[src/rtl/fetch_redirect_ctrl_pkg.sv]
// Shared types and constants for the fetch redirect controller:
// FSM state encoding and the pipeline stall vectors it drives.
package fetch_redirect_ctrl_pkg;

  typedef enum logic [1:0] {
    FRC_BOOT = 2'd0,
    FRC_RUN  = 2'd1,
    FRC_PEND = 2'd2
  } frc_state_e;

  // Bit order is [0]PC [1]IF [2]ID [3]EX [4]MEM; 1 = hold that stage
  localparam logic [4:0] STALL_NONE = 5'b00000;
  localparam logic [4:0] STALL_IBUS = 5'b00011;
  localparam logic [4:0] STALL_ID   = 5'b00111;
  localparam logic [4:0] STALL_EX   = 5'b01111;
  localparam logic [4:0] STALL_MEM  = 5'b11111;

  // The deepest stalling stage wins; it freezes everything upstream of it
  function automatic logic [4:0] stall_vector(input logic req_id,
                                              input logic req_ex,
                                              input logic req_mem,
                                              input logic hold_fetch);
    logic [4:0] vec;
    if (req_mem)         vec = STALL_MEM;
    else if (req_ex)     vec = STALL_EX;
    else if (req_id)     vec = STALL_ID;
    else if (hold_fetch) vec = STALL_IBUS;
    else                 vec = STALL_NONE;
    return vec;
  endfunction

endpackage

[src/rtl/fetch_redirect_ctrl.sv]
// PC sequencing: boot delay before fetch, stall vector generation, and
// trap-over-branch redirect arbitration with a pending slot for a busy ibus.
module fetch_redirect_ctrl
  import fetch_redirect_ctrl_pkg::*;
#(
  parameter int BOOT_DELAY = 4,
  parameter int ADDR_W     = 32
) (
  input  logic              clk,
  input  logic              rst,
  input  logic              stallreq_id_i,
  input  logic              stallreq_ex_i,
  input  logic              stallreq_mem_i,
  input  logic              ibus_busy_i,
  input  logic              trap_req_i,
  input  logic [ADDR_W-1:0] trap_addr_i,
  input  logic              branch_req_i,
  input  logic [ADDR_W-1:0] branch_addr_i,
  output logic              pc_ce_o,
  output logic [4:0]        stalled_o,
  output logic              branch_flag_o,
  output logic [ADDR_W-1:0] branch_addr_o,
  output logic              flush_o
);

  localparam int CNT_W = (BOOT_DELAY > 1) ? $clog2(BOOT_DELAY) : 1;
  localparam logic [CNT_W-1:0] BOOT_LAST = CNT_W'(BOOT_DELAY - 1);

  frc_state_e        state_q, state_d;
  logic [CNT_W-1:0]  cnt_q, cnt_d;
  logic [ADDR_W-1:0] pend_q, pend_d;
  logic [ADDR_W-1:0] last_q;
  logic              issue;
  logic [ADDR_W-1:0] issue_addr;
  logic [ADDR_W-1:0] req_addr;

  assign req_addr = trap_req_i ? trap_addr_i : branch_addr_i;

  always_ff @(posedge clk or negedge rst) begin
    if (!rst) begin
      state_q <= FRC_BOOT;
      cnt_q   <= '0;
      pend_q  <= '0;
      last_q  <= '0;
    end else begin
      state_q <= state_d;
      cnt_q   <= cnt_d;
      pend_q  <= pend_d;
      if (issue) last_q <= issue_addr;
    end
  end

  // issue_addr defaults to the last issued target so branch_addr_o holds when idle
  always_comb begin
    state_d    = state_q;
    cnt_d      = cnt_q;
    pend_d     = pend_q;
    issue      = 1'b0;
    issue_addr = last_q;
    case (state_q)
      FRC_BOOT: begin
        cnt_d = cnt_q + 1'b1;
        if (cnt_q == BOOT_LAST) begin
          state_d = FRC_RUN;
          cnt_d   = '0;
        end
      end
      FRC_RUN: begin
        if (trap_req_i || branch_req_i) begin
          if (!ibus_busy_i) begin
            issue      = 1'b1;
            issue_addr = req_addr;
          end else begin
            pend_d  = req_addr;
            state_d = FRC_PEND;
          end
        end
      end
      FRC_PEND: begin
        // Branches arriving here are on the wrong path; only traps can replace the pending target
        if (!ibus_busy_i) begin
          issue      = 1'b1;
          issue_addr = trap_req_i ? trap_addr_i : pend_q;
          state_d    = FRC_RUN;
        end else if (trap_req_i) begin
          pend_d = trap_addr_i;
        end
      end
      default: state_d = FRC_BOOT;
    endcase
  end

  assign pc_ce_o       = (state_q != FRC_BOOT);
  assign stalled_o     = stall_vector(stallreq_id_i, stallreq_ex_i, stallreq_mem_i,
                                      ibus_busy_i || (state_q == FRC_PEND));
  assign branch_flag_o = issue;
  assign flush_o       = issue;
  assign branch_addr_o = issue_addr;

endmodule

[config.mk]
export PLATFORM = sky130hd
export DESIGN_NAME = fetch_redirect_ctrl
export DESIGN_NICKNAME = d
export VERILOG_FILES = /design/src/rtl/fetch_redirect_ctrl_pkg.sv /design/src/rtl/fetch_redirect_ctrl.sv
export SDC_FILE = /design/constraint.sdc
export NUM_CORES = 1
export LEC_CHECK = 0
export BUFFER_PORTS_ARGS = -buffer_cell sky130_fd_sc_hd__buf_2
export CAP_MARGIN = 5
export CORE_AREA = 2 2 95 97
export CTS_BUF_LIST = sky130_fd_sc_hd__clkbuf_16
export DETAILED_ROUTE_END_ITERATION = 6
export DIE_AREA = 0 0 97 99
export GPL_TIMING_DRIVEN = 0
export PLACE_DENSITY = 0.84
export SYNTH_ARGS = -nofsm -noshare
export SYNTH_HDL_FRONTEND = slang
export SYNTH_SLANG_ARGS = --single-unit
[constraint.sdc]
create_clock -name clk -period 4.3 [get_ports clk]
set_clock_uncertainty 0.05 [all_clocks]
set_input_delay 0.645 -clock clk [delete_from_list [all_inputs] [get_ports clk]]
set_output_delay 0.645 -clock clk [all_outputs]
set_load 0.01 [all_outputs]
# ---- Word-level counts from Yosys, hierarchy flattened
# Index checks and enable logic that the tools add are counted.
dict set report totals {
  input_bits 72
  word_cells 43
  reg_bits 68
}
dict set report classes {
  n_eq_ne 8
  n_reduce_logical 7
  n_addsub 1
  n_mux 23
}
# cell n
set ops {}
lappend ops {{$mux 32} 8}
lappend ops {{$pmux 32 s2} 2}
lappend ops {{$mux 2} 6}
lappend ops {{$ne 2x2->1 const B} 5}
lappend ops {{$reduce_and 4->1} 2}
lappend ops {{$pmux 2 s3} 1}
lappend ops {{$mux 5} 1}
lappend ops {{$eq 2x2->1 const B} 2}
lappend ops {{$mux 4} 1}
lappend ops {{$reduce_bool 2->1} 2}
lappend ops {{$mux 3} 1}
lappend ops {{$add 2x1->2 const B} 1}
lappend ops {{$eq 2x1->1 const B} 1}
lappend ops {{$logic_not 2->1} 1}
lappend ops {{$logic_or 1x1->1} 2}
lappend ops {{$mux 1} 2}
lappend ops {{$pmux 1 s2} 1}

# ---- Longest topological paths before layout
# Gate-level depths: netlist (run 1).
dict set report depth {
  depth_word 6
  ltp_mapped 8
  ltp_nobuf 5
}

# ---- Worst setup path after synthesis (run 1)
# No wires, ideal clock.
dict set report synth_timing {
  kind {input-to-output}
  start {in trap_req_i}
  end {out branch_addr_o[12]}
  t_arrival_ns 1.623
  required_time_ns 3.605
  slack_ns 1.982
  stages 5
  n_path_buf 2
  cell_sequence {buf_2 -> o21ba_2 -> o21a_1 -> buf_2 -> o221ai_1}
}
dict set report synth_between {
  elab_chain_cells 4
  word_cells_on_any_way 7
  classes_between {mux (6); reduce/logical (1)}
}
# element line
set synth_rtl {}
lappend synth_rtl {{start: declaration} fetch_redirect_ctrl.sv:15} ;# input logic trap_req_i,
lappend synth_rtl {{$mux 32} fetch_redirect_ctrl.sv:37} ;# assign req_addr = trap_req_i ? trap_addr_i : branch_addr_i;
lappend synth_rtl {{$mux 32} fetch_redirect_ctrl.sv:70} ;# if (!ibus_busy_i) begin
lappend synth_rtl {{$mux 32} fetch_redirect_ctrl.sv:69} ;# if (trap_req_i || branch_req_i) begin
lappend synth_rtl {{$pmux 32 s2 *} fetch_redirect_ctrl.sv:60} ;# case (state_q)
lappend synth_rtl {{end: declaration} fetch_redirect_ctrl.sv:22} ;# output logic [ADDR_W-1:0] branch_addr_o,
# Every way passes the cells marked *; elsewhere a longest branch is shown, timed or not.

# ---- Worst setup path in the final report (run 1)
dict set report layout_timing {
  start {reg state_q[1]}
  end {out branch_addr_o[14]}
}
dict set report layout_between {
  elab_chain_cells 2
  word_cells_on_any_way 3
  classes_between {eq/ne (2); mux (1)}
}
# element line
set layout_rtl {}
lappend layout_rtl {{start: declaration} fetch_redirect_ctrl.sv:29} ;# frc_state_e state_q, state_d;
lappend layout_rtl {{start signal: assignment} fetch_redirect_ctrl.sv:46} ;# state_q <= state_d;
lappend layout_rtl {{$eq 2x2->1 or $eq 2x1->1 (tied branches)} fetch_redirect_ctrl.sv:60}
lappend layout_rtl {{$pmux 32 s2 *} fetch_redirect_ctrl.sv:60}
# Marks and branches as above.

==> flow_summary.rst, run 1 <==
.. list-table::
   :header-rows: 1

   * - Metric
     - Value
   * - Number of global-route vias before repair
     - roughly 4200
   * - Post-CTS resize count
     - 0
   * - Met3 demand-to-capacity share in global routing
     - 0.04894
   * - Run status
     - finished clean
   * - Critical-path maximum fanout
     - 10
   * - Post-Synthesis Net Count
     - 488
   * - Period Utilization, post-route
     - 0.6981
   * - Largest net degree at the start of global routing
     - between 60 and 70
   * - Number of warnings issued by yosys
     - 0
   * - WP data arrival
     - between 2 and 2.5 ns
   * - Crit start category
     - flip-flop
   * - Power per unit of standard cell area
     - roughly 710 nW/um2
   * - Final worst path period need
     - approximately 3 ns
   * - Area share of the largest cell type after synthesis
     - 0.4036
   * - Initial antenna violation count
     - 0
   * - Met1 track utilization from global routing
     - 0.3618
   * - Share of the yosys chip area belonging to registers
     - 0.4036
   * - Per-instance average area after synthesis
     - 10.23 um2
   * - Final Worst Setup Slack
     - 1.298 ns
   * - Depth of the CTS H-tree
     - 3
   * - Clock latency reported for the late side of the worst-skew pair
     - 0.33 ns
   * - Placer congestion estimate
     - around 0.87
   * - Die Wd
     - 97 um
   * - Most used standard cell by instance count after synthesis
     - dfrtp_1
   * - Final number of hold-violating endpoints
     - 0
   * - Post-synth EDFFs
     - 0
   * - CP Buf/Inv Count
     - 6
   * - Headroom to the max-slew limit
     - 0.4190
   * - Maximum buffer depth of the clock tree
     - 2
   * - Number of hold buffers added after CTS
     - 0
   * - Crit path largest cell delay
     - ~0.4 ns
   * - Sink count of the clock tree
     - slightly below 70
   * - Number of logic stages on the critical path including buffering
     - 9
   * - Simple-gate portion of the synthesized area
     - 0.1036
   * - Total detailed-routing wirelength
     - 13370 um
   * - Worst reg2reg setup slack
     - about 2.2 ns
   * - Post-DP HPWL
     - between 9000 and 10000 um
   * - Initial Util
     - 0.4931
   * - Maximum vdd drop
     - 356.7 uV
   * - Xor-xnor portion of the synthesized cell area
     - 0
   * - Sum of negative setup slack
     - 0 ns
   * - Starting DRT DRC Count
     - approximately 450
   * - CTS tree
     - built
   * - Library cell appearing most often on the critical path
     - buf_2
   * - # fillers
     - about 720
   * - Cell taking the most area after synthesis
     - dfrtp_1
   * - Mux contribution to synthesized area
     - 0.09288
   * - Number of distinct standard cells referenced by the synthesized netlist
     - 34
   * - First-pass GRT wire length
     - roughly 21000 um
   * - RR Endpoint
     - last_q[1]$_DFFE_PN0P_
   * - Static leakage
     - ~0.0023 uW
   * - Max Clk Rate
     - about 330 MHz
   * - Global routing met2 resource utilization
     - 0.4749
   * - Flop and latch count out of synthesis
     - 68
   * - Setup bufs post-CTS
     - 0
   * - GR peak layer
     - met2
   * - Cell chain of the critical path
     - inv_1 > ha_1 > buf_4 > inv_1 > or2_1 > buf_2 > buf_2 > o221ai_1 > buf_2
   * - Gate count of the mapped netlist
     - about 400
   * - Main synth FF type
     - dfrtp_1
   * - Share of final-layout standard cells stronger than drive strength 1
     - 0.4310
   * - DRC violations left
     - 0
   * - Clock Tree Root
     - clkbuf_16
   * - MaxCap Viol Count
     - 0
   * - Area contributors post-synth
     - dfrtp_1, o221ai_1, mux2_2
   * - Overall track demand over capacity in global routing
     - 0.2800
   * - Setup-failing EPs final
     - 0
   * - Remaining global-route overflow
     - 0
   * - Core Box Area
     - between 8000 and 9000 um2
   * - Area growth from synthesis to final layout
     - 22.76%
   * - Input/output buffers
     - 110
   * - Pre-CTS setup slack
     - around 1.6 ns
   * - Crit. End Element
     - primary output
   * - TritonRoute pass-1 iters
     - 7
   * - Row cnt
     - 34
   * - Depth of the worst register-to-register path
     - 7
   * - Hold crit path type
     - primary input to async pin
   * - Detailed-route via count
     - 4183
   * - Number of placed I/O pins
     - 112
   * - Die extent in y
     - roughly 99 um
   * - Number of max-slew violations in the final report
     - 0
   * - Final antenna diode count
     - 0
   * - Per-cell via count in the routed design
     - 6.495
   * - Commonest cells post-synth
     - dfrtp_1, o221ai_1, inv_1
   * - Routed wire length per instance
     - 20.76 um
   * - Cell Area, Synth
     - 4217 um2
   * - Combinational family with the most area after synthesis
     - compound AO/OA/AOI/OAI gates
   * - Die Area
     - around 9600 um2
   * - Critical R2R Launch
     - state_q[1]$_DFFE_PN0P_
   * - Number of CTS-inserted buffers
     - 9
   * - Unrepaired setup endpoints after global routing
     - false
   * - Pin slew with the least headroom to its limit
     - between 0.8 and 0.9 ns
   * - Worst Path Required
     - about 3.6 ns
   * - Delay-heaviest family, CP
     - buffers and inverters
   * - ANT nets after route
     - 0
   * - Share of the synthesized area in compound gates (AO/OA/AOI/OAI)
     - 0.2941
   * - Synthesized-area fraction occupied by adder cells
     - 0.01187
   * - Crit Path Category
     - flip-flop to primary output
   * - Total Nets Final
     - 609
   * - FFs w/ async S/R, synth
     - 1.000
   * - Standard cell with the maximum stage delay on the critical path
     - dfrtp_1
   * - Clock slew at the register clock pins of the worst setup and hold paths
     - 0.05 ns
==> where the power goes <==
group | internal (uW) | switching [uW] | leakage, uW
logic | 837 | 1060 | 0.00139
registers | 958 | 134 | 0.000789
clock network | 435 | 268 | 0.000137
==> metrics by stage <==
step	total power, uW	hold WS [ns]	instance area (um2)	std cells	util
final	3695	0.3649	5176	644	0.6054
after global routing	3910	0.4403	5176	644	0.6054
after CTS	3670	0.4231	5176	644	0.6054
after detailed placement	2965	0.4255	4905	630	0.5736
after global placement	2877	0.4170	4902	630	0.5733
after floorplan	2306	0.2994	4217	412	-
==> cells by family after synthesis <==
logic type	after synthesis
mux	35
fa+ha+maj	4
flops	68
simple gates	81
buf+inv	84
compound gates	140
==> layout make-up <==
cell class,instances,area [um2],share of cell area
multi-input combinational,260,2118,0.4092
sequential,68,1702,0.3287
timing repair buffer,110,553.0,0.1068
buffer,44,246.5,0.04762
clock buffer,9,225.2,0.04351
inverter,40,150.1,0.02901
tap,108,135.1,0.02611
clock inverter,5,46.29,0.008944
==> registers in the layout (all words and copies together) (netlist names) <==
signal	flops
last_q	32
state_q	2
pend_q	32
cnt_q	2
==> metal layers <==
metal  routed length [um]  up-vias
met1                 5289     2062
met3                 1189       31
met5                    0        -
met4                  311        0
met2                 6582      264
li1                     -     1826
==> cell usage in the layout (no fill, tap or decap), types with 2 or more instances in the layout <==
cell       instances
buf_6              3
mux2_2            33
or2_2             32
clkbuf_16          9
a21oi_1            4
inv_1             41
o221a_1           29
ha_1               4
or3_1              2
a22oi_1           32
nand2_1           33
buf_4              6
o2111ai_1          2
clkinv_1           2
mux2i_1            2
dfrtp_1           68
buf_2            141
nor2_1             3
o221ai_1          65
clkbuf_1           4
nand2b_1           4
==> worst max-delay path by stage <==
stage                           start                 to  slack [ns]
5_1_grt        state_q[0]$_DFFE_PN0P_  branch_addr_o[27]        1.21
4_1_cts        state_q[1]$_DFFE_PN0P_   branch_addr_o[6]        1.31
2_1_floorplan              trap_req_i  branch_addr_o[12]        1.98
3_3_place_gp              ibus_busy_i  branch_addr_o[26]        1.63
3_5_place_dp              ibus_busy_i  branch_addr_o[26]        1.60
6_report       state_q[1]$_DFFE_PN0P_  branch_addr_o[14]        1.30
Note: power is estimated with default switching activity, not from simulation.
==> run 2, diff against run 1 <==
--- a/config.mk
+++ b/config.mk
@@ -5,14 +5,15 @@
 export SDC_FILE = /design/constraint.sdc
 export NUM_CORES = 1
 export LEC_CHECK = 0
+export ABC_AREA = 1
 export BUFFER_PORTS_ARGS = -buffer_cell sky130_fd_sc_hd__buf_2
 export CAP_MARGIN = 5
-export CORE_AREA = 2 2 95 97
+export CORE_AREA = 2 2 98 100
 export CTS_BUF_LIST = sky130_fd_sc_hd__clkbuf_16
 export DETAILED_ROUTE_END_ITERATION = 6
-export DIE_AREA = 0 0 97 99
+export DIE_AREA = 0 0 100 102
 export GPL_TIMING_DRIVEN = 0
-export PLACE_DENSITY = 0.84
+export PLACE_DENSITY = 0.86
 export SYNTH_ARGS = -nofsm -noshare
 export SYNTH_HDL_FRONTEND = slang
 export SYNTH_SLANG_ARGS = --single-unit
==> constraint.sdc (replaced) <==
create_clock -name clk -period 2.68 [get_ports clk]
set_clock_uncertainty 0.05 [all_clocks]
set_input_delay 0.402 -clock clk [delete_from_list [all_inputs] [get_ports clk]]
set_output_delay 0.402 -clock clk [all_outputs]
set_load 0.01 [all_outputs]
==> run 2 against run 1 <==
Compared with the run above: clock power up 61%; synthesized cell count grew 77%; area after synthesis grew 4.4%; hold slack got worse by 0.24 ns.
==> flow_summary.rst, run 2 <==
.. list-table::
   :header-rows: 1

   * - Metric
     - Value
   * - CTS tree
     - built
   * - Largest net degree at the start of global routing
     - 69 (unchanged)
   * - Starting DRT DRC Count
     - 387 (-13%)
   * - Cell Area, Synth
     - 4403 um2 (+4.4%)
   * - Share of the yosys chip area belonging to registers
     - 0.3865 (-0.01709)
   * - Number of max-slew violations in the final report
     - 0 (unchanged)
   * - Final worst path period need
     - around 2.6 ns
   * - Die Wd
     - 100 um (+3.1%)
   * - Headroom to the max-slew limit
     - 0.4311 (+0.01215)
   * - Pin slew with the least headroom to its limit
     - 0.8533 ns (-0.01823 ns)
   * - Final number of hold-violating endpoints
     - 0 (unchanged)
   * - FFs w/ async S/R, synth
     - 1.000 (unchanged)
   * - Sink count of the clock tree
     - 68 (unchanged)
   * - Final antenna diode count
     - 0 (unchanged)
   * - Number of global-route vias before repair
     - 4500 (+8.0%)
   * - Cell internal power dissipation
     - 3438 uW (+54%)
   * - Depth of the CTS H-tree
     - 3 (unchanged)
   * - Critical-path maximum fanout
     - 10 (unchanged)
   * - Unrepaired setup endpoints after global routing
     - true
   * - Area growth from synthesis to final layout
     - 24.01%
   * - Worst Path Required
     - 2.23 ns (-1.38 ns)
   * - Maximum buffer depth of the clock tree
     - 2 (unchanged)
   * - Core Box Area
     - 9109 um2 (+6.5%)
   * - First-pass GRT wire length
     - 20590 um (-3.7%)
   * - WP data arrival
     - 2.11 ns (-0.20 ns)
   * - Post-synth EDFFs
     - 0 (unchanged)
   * - Main synth FF type
     - dfrtp_1
   * - Static leakage
     - 0.003291 uW (+42%)
   * - Crit start category
     - flip-flop
   * - Share of final-layout standard cells stronger than drive strength 1
     - 0.2098 (-0.2212)
   * - Net switching power of the design
     - 2871 uW (+96%)
   * - Library cell appearing most often on the critical path
     - nand2_1
   * - Power per unit of standard cell area
     - 1155 nW/um2 (+62%)
   * - ANT nets after route
     - 0 (unchanged)
   * - Overall track demand over capacity in global routing
     - 0.2561 (-0.02396)
   * - Commonest cells post-synth
     - nand2_1, dfrtp_1, nor2_1
   * - Period Utilization, post-route
     - 0.9573
   * - Clock slew at the register clock pins of the worst setup and hold paths
     - 0.05 ns (about the same)
   * - Crit Path Category
     - flip-flop to primary output
   * - Cell chain of the critical path
     - inv_1 > ha_1 > buf_6 > inv_2 > nor2_4 > buf_4 > buf_6 > nand2_1 > nand2_1 > nand2_1 > nand2_1 > buf_2
   * - Placer congestion estimate
     - 0.8928 (+2.8%)
   * - Maximum vdd drop
     - 651.2 uV (+83%)
   * - MaxCap Viol Count
     - 0 (unchanged)
   * - CP Buf/Inv Count
     - 6 (unchanged)
   * - Commonest non-fill, non-tap cell in the layout
     - nand2_1
   * - Die extent in y
     - 102 um (+3.0%)
   * - Per-cell via count in the routed design
     - 5.065 (-22%)
   * - Input/output buffers
     - 110 (unchanged)
   * - Row cnt
     - 35 (+2.9%)
   * - Initial Util
     - 0.4834 (-0.009743)
   * - Worst reg2reg setup slack
     - 0.65 ns (-1.57 ns)
   * - Setup-failing EPs final
     - 0 (unchanged)
   * - Standard cell area after detailed placement
     - 5095 um2 (+3.9%)
   * - Cell taking the most area after synthesis
     - nand2_1
   * - Proportion of total power due to net switching
     - 0.4551 (+0.05851)
   * - Most used standard cell by instance count after synthesis
     - nand2_1
   * - Hold crit path type
     - primary input to async pin
   * - Number of placed I/O pins
     - 112 (unchanged)
   * - Die Area
     - 10200 um2 (+6.2%)
   * - Post-DP HPWL
     - 9406 um (+4.4%)
   * - Clock share of power
     - 0.179 (-0.011)
   * - Crit. End Element
     - primary output
   * - Number of CTS-inserted buffers
     - 9 (unchanged)
   * - Largest regs
     - last_q: 32 flops, pend_q: 32 flops
   * - Area used by sequential logic in the layout
     - 1702 um2 (unchanged)
   * - Crit path largest cell delay
     - 0.39 ns (-0.02 ns)
   * - Final design instance area without fill
     - 5460 um2 (+5.5%)
   * - Relative contribution of combinational cells to total power
     - 0.530 (+0.016)
   * - Number of distinct standard cells referenced by the synthesized netlist
     - 19 (-44%)
   * - Clock latency reported for the late side of the worst-skew pair
     - 0.33 ns (about the same)
   * - Max Clk Rate
     - a little under 400 MHz
   * - Area share of the largest cell type after synthesis
     - 0.4433 (+0.03975)
   * - Total Nets Final
     - 930 (+53%)
   * - Routed wire length per instance
     - 13.21 um (-36%)
   * - Most used cells in the layout excluding fill and tap cells
     - nand2_1, buf_2, dfrtp_1
   * - TritonRoute pass-1 iters
     - 5 (-2)
   * - Run status
     - finished clean
   * - Delay-heaviest family, CP
     - buffers and inverters
   * - Gate count of the mapped netlist
     - 728 (+77%)
   * - Number of warnings issued by yosys
     - 0 (unchanged)
   * - Multi-input gate area
     - 2455 um2 (+16%)
   * - Area contributors post-synth
     - nand2_1, dfrtp_1, a31oi_1
   * - Per-instance average area after synthesis
     - 6.048 um2 (-41%)
   * - Sequential fraction of design power
     - 0.292 (-0.003)
   * - Number of hold buffers added after CTS
     - 0 (unchanged)
   * - Remaining global-route overflow
     - 0 (unchanged)
   * - Detailed-route via count
     - 4908 (+17%)
   * - Min Hold Slack
     - 0.1244 ns (-0.2406 ns)
   * - Total detailed-routing wirelength
     - 12800 um (-4.3%)
   * - # fillers
     - 849 (+17%)
   * - Clock Tree Root
     - clkbuf_16
   * - Flop and latch count out of synthesis
     - 68 (unchanged)
   * - Standard cell with the maximum stage delay on the critical path
     - dfrtp_1
   * - DRC violations left
     - 0 (unchanged)
   * - Post-Synthesis Net Count
     - 804 (+65%)
   * - Initial antenna violation count
     - 0 (unchanged)
-- run 2: cell type report --
cell class                      instances  area share
Multi-Input combinational cell        605      0.4496
Timing Repair Buffer                  116      0.1095
Clock inverter                          6     0.01031
Sequential cell                        68      0.3116
Inverter                               10    0.007333
Clock buffer                            9     0.04125
Buffer                                 44     0.04491
Tap cell                              111     0.02544
-- run 2: per-stage QoR --
stage / power [uW] / util / worst slack [ns] / instances / TNS [ns]
finish: 6309 / 0.5995 / 0.1143 / 969 / 0
global route: 6835 / 0.5995 / -0.03950 / 969 / -0.2147
CTS: 6204 / 0.5913 / 0.0009206 / 964 / 0
detailed placement: 5044 / 0.5593 / 0.3496 / 949 / 0
global placement: 4963 / 0.5591 / 0.3428 / 949 / 0
floorplan: 4030 / - / 0.7051 / 728 / 0
-- run 2: cells by family after synthesis --
logic type,count (synthesis),share of synthesized area
fa+ha+maj,4,0.01137
buf+inv,55,0.05996
flops,68,0.3865
simple gates,564,0.4893
compound gates,37,0.05286
-- run 2: per-layer routing --
layer / global-route usage / share of wire
met1: 0.3300 / 0.42
met5: 0 / 0
met2: 0.4226 / 0.46
met3: 0.03830 / 0.080
met4: 0.1317 / 0.034
-- run 2: worst reg2reg max path: stages, from the launching register on --
cell	delay, ns
dfrtp_1	0.36
inv_1	0.07
ha_1	0.21
buf_6	0.14
inv_2	0.15
nor2_4	0.07
buf_4	0.14
o21ai_4	0.21
inv_4	0.13
buf_2	0.22
nand2_1	0.10
nand2_1	0.05
-- run 2: final timing paths --
kind	startpoint	endpoint	cells past startpoint
setup / recovery	state_q[0]$_DFFE_PN0P_	branch_addr_o[15]	12
hold / removal	rst	last_q[29]$_DFFE_PN0P_	1
setup reg to reg	state_q[0]$_DFFE_PN0P_	last_q[12]$_DFFE_PN0P_	11
hold reg to reg	cnt_q[1]$_DFFE_PN0P_	cnt_q[1]$_DFFE_PN0P_	2
max in group asynchronous	rst	last_q[22]$_DFFE_PN0P_	1
min in group clk	branch_addr_i[22]	pend_q[22]$_DFFE_PN0P_	5
-- run 2: timing repair --
| item | 4_1_cts | 5_1_grt |
|---|---|---|
| resized for setup | 2 | 19 |
| endpoints found under the setup margin | 1 | 34 |
| buffers inserted | 0 | 6 |
| endpoints found under the hold margin | 0 | 0 |
| pin swaps | 0 | 3 |
-- run 2: power groups by stage --
stage / combinational [uW] / sequential, uW / clock (uW)
2_1_floorplan: 2250 / 1780 / 0
6_report: 3340 / 1840 / 1130
3_3_place_gp: 3150 / 1820 / 0
4_1_cts: 3250 / 1830 / 1130
5_1_grt: 3760 / 1910 / 1170
3_5_place_dp: 3200 / 1850 / 0
